`src/rtl/ekf_state_mem.sv`:
```
// ekf_state_mem
// -----------------------------------------------------------------------------
// Shared state/covariance store for the EKF stages. Holds the state vector x
// and the P, Q and R matrices (row-major) in one flat word array:
//
//   x : [0            .. STATE_DIM-1]
//   P : [P_BASE       .. P_BASE + STATE_DIM^2 - 1]
//   Q : [Q_BASE       .. Q_BASE + STATE_DIM^2 - 1]
//   R : [R_BASE       .. R_BASE + MEAS_DIM^2  - 1]
//
// After reset (or an init_start pulse) the array is filled one word per cycle:
// x is cleared and P/Q/R get their diagonal constant on the diagonal, 0
// elsewhere. Once filled, the engine port is served with 1-cycle registered
// reads and write-to-read bypass. A low-priority host port can load tuning
// values whenever the engine is not writing.
//
// Ports:
//   clk, rst_n          clock, asynchronous active-low reset
//   init_start          pulse: restart initialisation
//   ready               memory initialised and serving the engine
//   mem_addr_rd         engine read address
//   mem_data_rd         registered read data (0 while initialising / out of range)
//   mem_addr_wr         engine write address
//   mem_data_wr         engine write data
//   mem_we              engine write enable
//   host_we             host write request (held until host_ack)
//   host_addr           host write address
//   host_wdata          host write data
//   host_ack            one-cycle pulse: host write committed (or dropped as OOB)
//   err_oob             sticky: an out-of-range address was used
// -----------------------------------------------------------------------------
module ekf_state_mem #(
    parameter int unsigned DATA_WIDTH                = 32,
    parameter int unsigned STATE_DIM                 = 4,
    parameter int unsigned MEAS_DIM                  = 2,
    parameter logic [DATA_WIDTH-1:0] P0_DIAG         = 32'h0001_0000,
    parameter logic [DATA_WIDTH-1:0] Q_DIAG          = 32'h0000_0148,
    parameter logic [DATA_WIDTH-1:0] R_DIAG          = 32'h0000_8000,
    parameter int unsigned TOTAL_MEM_SIZE            = STATE_DIM + 2 * STATE_DIM * STATE_DIM
                                                       + MEAS_DIM * MEAS_DIM,
    parameter int unsigned AW                        = $clog2(TOTAL_MEM_SIZE)
) (
    input  logic                  clk,
    input  logic                  rst_n,
    input  logic                  init_start,
    output logic                  ready,
    input  logic [AW-1:0]         mem_addr_rd,
    output logic [DATA_WIDTH-1:0] mem_data_rd,
    input  logic [AW-1:0]         mem_addr_wr,
    input  logic [DATA_WIDTH-1:0] mem_data_wr,
    input  logic                  mem_we,
    input  logic                  host_we,
    input  logic [AW-1:0]         host_addr,
    input  logic [DATA_WIDTH-1:0] host_wdata,
    output logic                  host_ack,
    output logic                  err_oob
);

    localparam int unsigned P_BASE = STATE_DIM;
    localparam int unsigned Q_BASE = P_BASE + STATE_DIM * STATE_DIM;
    localparam int unsigned R_BASE = Q_BASE + STATE_DIM * STATE_DIM;

    localparam logic [AW-1:0] LAST_ADDR = AW'(TOTAL_MEM_SIZE - 1);

    typedef enum logic [0:0] {
        StInit,
        StReady
    } state_e;

    state_e                  state_q, state_d;
    logic [AW-1:0]           cnt_q, cnt_d;
    logic [DATA_WIDTH-1:0]   rd_data_q, rd_data_d;
    logic                    host_ack_q, host_ack_d;
    logic                    err_q, err_d;

    logic [DATA_WIDTH-1:0]   mem [TOTAL_MEM_SIZE];

    // Single internal write port shared by init, engine and host.
    logic                    wr_en;
    logic [AW-1:0]           wr_addr;
    logic [DATA_WIDTH-1:0]   wr_data;

    logic                    rd_oob;
    logic                    eng_oob;
    logic                    host_oob;
    logic                    host_commit;

    // Initial contents of word a. Diagonal elements of a row-major dim x dim
    // matrix sit at offsets that are multiples of (dim + 1).
    function automatic logic [DATA_WIDTH-1:0] init_value(input logic [AW-1:0] a);
        int unsigned ai;
        int unsigned off;
        logic [DATA_WIDTH-1:0] v;
        ai  = 32'(a);
        v   = '0;
        off = 0;
        if (ai >= R_BASE) begin
            off = ai - R_BASE;
            if ((off % (MEAS_DIM + 1)) == 0) v = R_DIAG;
        end else if (ai >= Q_BASE) begin
            off = ai - Q_BASE;
            if ((off % (STATE_DIM + 1)) == 0) v = Q_DIAG;
        end else if (ai >= P_BASE) begin
            off = ai - P_BASE;
            if ((off % (STATE_DIM + 1)) == 0) v = P0_DIAG;
        end
        return v;
    endfunction

    assign rd_oob   = (mem_addr_rd > LAST_ADDR);
    assign eng_oob  = (mem_addr_wr > LAST_ADDR);
    assign host_oob = (host_addr > LAST_ADDR);

    always_comb begin
        state_d     = state_q;
        cnt_d       = cnt_q;
        rd_data_d   = '0;
        host_ack_d  = 1'b0;
        err_d       = err_q;
        wr_en       = 1'b0;
        wr_addr     = cnt_q;
        wr_data     = init_value(cnt_q);
        host_commit = 1'b0;

        unique case (state_q)
            StInit: begin
                // Engine/host traffic is ignored; reads stay forced to 0.
                wr_en = 1'b1;
                if (init_start) begin
                    cnt_d = '0;
                    err_d = 1'b0;
                end else if (cnt_q == LAST_ADDR) begin
                    state_d = StReady;
                    cnt_d   = '0;
                end else begin
                    cnt_d = cnt_q + 1'b1;
                end
            end

            StReady: begin
                // Host only gets the port in cycles the engine leaves free.
                host_commit = host_we && !mem_we;
                host_ack_d  = host_commit;

                if (mem_we) begin
                    wr_en   = !eng_oob;
                    wr_addr = mem_addr_wr;
                    wr_data = mem_data_wr;
                end else if (host_commit) begin
                    wr_en   = !host_oob;
                    wr_addr = host_addr;
                    wr_data = host_wdata;
                end

                if (rd_oob || (mem_we && eng_oob) || (host_commit && host_oob)) begin
                    err_d = 1'b1;
                end

                if (rd_oob) begin
                    rd_data_d = '0;
                end else if (wr_en && (wr_addr == mem_addr_rd)) begin
                    rd_data_d = wr_data;
                end else begin
                    rd_data_d = mem[mem_addr_rd];
                end

                if (init_start) begin
                    state_d = StInit;
                    cnt_d   = '0;
                    err_d   = 1'b0;
                end
            end

            default: begin
                state_d = StInit;
                cnt_d   = '0;
            end
        endcase
    end

    always_ff @(posedge clk or negedge rst_n) begin
        if (!rst_n) begin
            state_q    <= StInit;
            cnt_q      <= '0;
            rd_data_q  <= '0;
            host_ack_q <= 1'b0;
            err_q      <= 1'b0;
        end else begin
            state_q    <= state_d;
            cnt_q      <= cnt_d;
            rd_data_q  <= rd_data_d;
            host_ack_q <= host_ack_d;
            err_q      <= err_d;
        end
    end

    // Array contents are deliberately not reset; INIT rewrites every word.
    always_ff @(posedge clk) begin
        if (wr_en) begin
            mem[wr_addr] <= wr_data;
        end
    end

    assign ready       = (state_q == StReady);
    assign mem_data_rd = rd_data_q;
    assign host_ack    = host_ack_q;
    assign err_oob     = err_q;

endmodule

```
`config.mk`:
```
export PLATFORM = sky130hd
export DESIGN_NAME = ekf_state_mem
export DESIGN_NICKNAME = d
export VERILOG_FILES = /design/src/rtl/ekf_state_mem.sv
export SDC_FILE = /design/constraint.sdc
export NUM_CORES = 1
export LEC_CHECK = 0
export BUFFER_PORTS_ARGS = -buffer_cell sky130_fd_sc_hd__buf_4
export CORE_MARGIN = 2
export CORE_UTILIZATION = 40
export DETAILED_ROUTE_END_ITERATION = 8
export SKIP_LAST_GASP = 1
export SLEW_MARGIN = 30
export SYNTH_ARGS = -nofsm -noshare
export SYNTH_HDL_FRONTEND = slang
export SYNTH_SLANG_ARGS = --single-unit
```
`constraint.sdc`:
```
create_clock -name clk -period 18 [get_ports clk]
set_clock_uncertainty 0.15 [all_clocks]
set_input_delay 1.8 -clock clk [delete_from_list [all_inputs] [get_ports clk]]
set_output_delay 1.8 -clock clk [all_outputs]
set_load 0.01 [all_outputs]
```
; Word-level counts from Yosys, hierarchy flattened
; Memory sizes are Yosys's and may differ from the RTL's.
; Index checks and enable logic that the tools add are counted.
[op_classes]
addsub = 4
multipliers = 0
div = 3
order_cmp = 6
n_eq_ne = 5
shift = 0
n_mux = 35
n_bitwise = 1
reduce_logical = 13
[ops]
columns = cell, n
row1 = 32-bit two-way mux, 8
row2 = 32-bit zero test, 3
row3 = "32-bit by 3-bit remainder unit with 32-bit output, second input constant", 2
row4 = 6-bit two-way mux, 7
row5 = 17-bit two-way mux, 2
row6 = "32-bit by 2-bit remainder unit with 32-bit output, second input constant", 1
row7 = "6-bit > comparator, second input constant", 3
row8 = 16-bit two-way mux, 1
row9 = 1-bit two-way mux, 12
row10 = 6-bit one-hot mux with 2 select lines, 1
row11 = 9-bit two-way mux, 1
row12 = "6-bit by 3-bit subtractor with 7-bit output, second input constant", 1
row13 = "6-bit by 5-bit subtractor with 7-bit output, second input constant", 1
row14 = "6-bit by 6-bit subtractor with 7-bit output, second input constant", 1
row15 = "6-bit by 1-bit adder with 6-bit output, second input constant", 1
row16 = 6-bit equality test, 1
row17 = "6-bit equality test, second input constant", 1
row18 = "6-bit by 3-bit greater-or-equal comparator with 1-bit output, second input constant", 1
row19 = "6-bit by 5-bit greater-or-equal comparator with 1-bit output, second input constant", 1
row20 = "6-bit greater-or-equal comparator, second input constant", 1
row21 = 1-bit one-hot mux with 2 select lines, 3
row22 = 1-bit logical AND, 4
row23 = "2-bit inequality test, second input constant", 2
row24 = 1-bit zero test, 3
row25 = 4 further kinds, 5
[totals]
ff_bits = 41
latchBits = 0
ram_bits = 1280
rom_bits = 0
inputBits = 87
out_inout_bits = 35
word_cells = 73
n_memories = 1
[mem_list]
columns = memory, depth, width, read_ports, rd_ports_with_merged_regs, write_ports, line
row1 = mem, 40, 32, 1, 0, 1, 76  ; logic [DATA_WIDTH-1:0] mem [TOTAL_MEM_SIZE];

; Depth between registers and ports, before layout
[depth]
word_depth = 12
mapped_depth = 33
ltp_nobuf = 28

; Worst setup path after synthesis
; No wires, ideal clock.
[synth_path]
kind = reg-to-reg
start = register cnt_q[2]
end = memory mem[0][8], data pin
setup_time_ns = 0.423
arrival_ns = 8.024
t_required_ns = 17.427
setup_slack_ns = 9.403
stages_incl_launch_ff = 34
path_buffers = 5
period_less_slack_ns = 8.597
cell_sequence = dfrtp_1 buf_2 inv_2 buf_1 ha_1 buf_2 nand2b_1 nand2_1 ha_1 nand2b_1 ha_1 buf_6 or4b_4 nand3_1 or4_4 a21o_1 buf_6 nand2_2 or4_4 nand3_1 a21oi_1 mux2_2 ha_1 inv_1 o21ai_0 o21ai_0 a31oi_1 and2_1 nor2_1 o221ai_1 or3_1 or4_1 or4_4 o22ai_1
[synth_between]
elab_chain_cells = 9
[synth_lines]
columns = item, line
row1 = from (decl), 71  ; logic [AW-1:0] cnt_q, cnt_d;
row2 = from (signal assigned), 190  ; cnt_q <= cnt_d;
row3 = 6-bit by 5-bit subtractor with 7-bit output, 101  ; off = ai - Q_BASE;
row4 = 32-bit by 3-bit remainder unit with 32-bit output, 102  ; if ((off % (STATE_DIM + 1)) == 0) v = Q_DIAG;
row5 = 32-bit zero test, 102
row6 = 9-bit two-way mux, 102
row7 = 32-bit two-way mux, 100  ; end else if (ai >= Q_BASE) begin
row8 = 32-bit two-way mux (*), 97  ; if (ai >= R_BASE) begin
row9 = 32-bit two-way mux, 149  ; end else if (host_commit) begin
row10 = 32-bit two-way mux, 145  ; if (mem_we) begin
row11 = 32-bit two-way mux (*), 125  ; unique case (state_q)
row12 = net wr_data[8], 81  ; logic [DATA_WIDTH-1:0] wr_data;
row13 = to (decl), 76
; The timed path passes the listed nets; every way through them passes the cells marked *.

; Worst setup path in the final report
[layout_path]
start = register cnt_q[2]
end = memory mem[37][8], data pin
; The elaborated chain is that of the path after synthesis.

==> reports/qor.txt <==
Most common cell after layout, fill and taps aside: edfxtp_1
RSZ-0062 raised after global routing: no
WP data required: 18,260 ps
Post-route ant nets: 0
Root Driver: clkbuf_16
Status: complete, no violations
Seq/Total Area, Yosys: 72.1%
Die Ht: 374 µm
Peak supply drop: 0.0791 mV
CTS tree: done
Synth Flop Type: edfxtp_1
WS Path Type: flop to flop
Slew Limit Headroom: 29.3%
Slew Limit Fails: 0
Pre-CTS WS: 8940 ps
Synth unique cells: 98
Post-CTS Setup Inserts: 0
Worst Setup End Kind: flop
Family with the most delay on the worst path: simple AND/OR/NAND/NOR gates
Num CTS Buffers: 131
Final #Nets: 3,044
Gpl congestion: 0.836
Leak Pwr: 21.2 nW
# hold bufs at CTS: 0
DP Cell Count: 4,582
Die width: 374 µm
Reg clk slew, reported paths: 70 ps
Top Ports: 122
Antenna violations before repair: 3
Sinks on the clock net: 1,321
Final Core Density: 46.1%
Mapped Cells: 2,775
Critical path buffers and inverters: 3
Syn avg cell area: 19.7 µm²
Crit path max fanout: 40
CP max-delay cell: o22ai_4
Routed vias/inst: 6.01
Crit path time final: 9380 ps
Worst reg2reg path depth: 29
Hold Crit Depth: 2
Register bit count reported by yosys: 1,321
Area after DPL: 0.0582 mm²
GRT Util Overall: 20.7%
Number of fill cells: 11,255
Fin cells: 4,822
First-pass GRT wire length: 208 mm
Arr. time, crit path: 9640 ps
Vias in the first global route: 28,984
Power Dens Cells: 106 mW/mm²
PostCTS Resize Cnt: 0
Largest net degree at the start of global routing: 104
Row Count: 135
Reg2reg start: cnt_q[2]
Ys Warns: 0
Port bufs: 121
DR pass1 iterations: 8
Die Footprint: 0.140 mm²
Final WL: 145 mm
Hold Crit Class: flop to flop
Worst skew pair latency: 760 ps
Synth-to-Final Area Change: 14.1%
Reg-to-reg endpoint: mem[37][8]
Post-synth EDFFs: 1,280
Residual DRC count: 0
CTS max path bufs: 3
Measured slew at the worst slew-check pin: 1060 ps
Maximum clock frequency: 107 MHz
Share of cells above drive strength 1: 28.6%
Wire per inst: 30.1 µm
Worst hold endpoint: err_oob
Final WS setup: 8620 ps
Worst Hold Launch: err_oob
Core Box Area: 0.136 mm²
CP max stage delay: 720 ps
Post-DP HPWL: 78.7 mm
Highest-count cells in the layout ignoring fill and taps: edfxtp_1, mux4_2, buf_4
Synthesized area: 0.0547 mm²
Final period util: 52.1%
Clock H-tree levels: 4
Reg-to-reg setup timing slack: 8620 ps
Vias: 28,980
Worst Setup Start Kind: flop
Ys async rst share: 3.10%
Critical Path Most Common Cell: ha_1
Initial Util: 40.4%
Endpoints failing setup: 0
DRT iter0 DRCs: 3,570
Total gr overflow: 0
Final Hold Fails: 0
Finished Cell Area: 0.0625 mm²
Setup TNS: 0 ps
Max_cap viols: 0
[tightest hold or removal path, delay by kind of cell, from the launching register on]
| kind | cells | cell delay (ps) |
|---|---|---|
| AOI/OAI and AO/OA | 1 | 50 |
| DFF | 1 | 350 |
| and+or+nand+nor | 1 | 80 |
[Yosys cell counts (all sizes together), types with 8 or more instances]
| master | number | area share [%] |
|---|---|---|
| a211o | 35 | 0.56 |
| a211oi | 41 | 0.60 |
| a21oi | 69 | 0.64 |
| a22o | 27 | 0.43 |
| a22oi | 8 | 0.12 |
| a31oi | 15 | 0.17 |
| and2 | 34 | 0.39 |
| and3 | 10 | 0.13 |
| buf | 66 | 0.54 |
| clkbuf | 107 | 0.73 |
| dfrtp | 41 | 1.9 |
| edfxtp | 1280 | 70 |
| ha | 21 | 0.48 |
| inv | 20 | 0.14 |
| mux2 | 12 | 0.25 |
| mux2i | 49 | 0.90 |
| mux4 | 384 | 16 |
| nand2 | 95 | 0.66 |
| nand2b | 19 | 0.22 |
| nand3 | 27 | 0.25 |
| nor2 | 96 | 0.66 |
| nor2b | 35 | 0.40 |
| nor3 | 27 | 0.28 |
| o211ai | 13 | 0.19 |
| o21a | 9 | 0.12 |
| o21ai | 63 | 0.58 |
| o22ai | 18 | 0.21 |
| or3 | 10 | 0.12 |
| xnor2 | 21 | 0.35 |
[final cells by class]
class,instances,area (µm²),area share [%]
timing repair buffer,196,1590,2.55
tap,1781,2230,3.57
clock buffer,174,3550,5.69
inverter,22,82.6,0.132
sequential,1321,39500,63.2
clock inverter,62,628,1.01
multi-input combinational,1264,14900,23.9
antenna,2,5.00,0.00801
[kinds of logic (layout without fill, tap and decap cells)]
| kind of cell | Yosys count | in the layout | synth area share [%] |
|---|---|---|---|
| buffers and inverters | 195 | 454 | 1.43 |
| muxes | 445 | 445 | 17.0 |
| adders and majority gates | 23 | 23 | 0.517 |
| other | 1 | 8 | 0.00685 |
| xor gates and xnor gates | 27 | 27 | 0.446 |
| DFF | 1321 | 1321 | 72.1 |
| and+or+nand+nor | 398 | 398 | 3.79 |
| AOI/OAI and AO/OA | 365 | 365 | 4.76 |
[state kept, by name, indices dropped and copies added, names as in the netlist]
register / flops
host_ack: 1
mem_data_rd: 32
mem: 1280
ready: 1
err_oob: 1
cnt_q: 6
[layer usage]
layer  vias to the layer above  routed length, µm  share of wire, %  global-route usage (%)
met5                         -                  7            0.0048                       0
met4                         2               3500               2.4                    5.84
met3                       224               9660               6.7                    3.19
met2                      1276              72600                50                    34.7
met1                     15552              59300                41                    28.2
li1                      11926                  -                 -                       -
[power by group]
group / internal (W) / switching [W]
clock network: 0.00151 / 0.00116
registers: 0.00335 / 0.00000636
logic: 0.000241 / 0.000343
[how the worst max path moves through the flow]
stage	end	startpoint	slack [ps]	cells after the start
2_1_floorplan	mem[0][8]	cnt_q[2]	9400	33
3_3_place_gp	mem[36][8]	cnt_q[2]	8620	29
3_5_place_dp	mem[37][8]	cnt_q[2]	8940	29
4_1_cts	mem[21][8]	cnt_q[2]	8880	29
5_1_grt	mem[36][8]	cnt_q[2]	8030	29
6_report	mem[37][8]	cnt_q[2]	8620	29
[stage by stage]
stage | power, W | hold slack, ps
6_report | 0.00661 | 366
5_1_grt | 0.00681 | 400
4_1_cts | 0.00664 | 369
3_5_place_dp | 0.00400 | 355
3_3_place_gp | 0.00398 | 344
2_1_floorplan | 0.00384 | 377
Note: power is estimated with default switching activity, not from simulation.
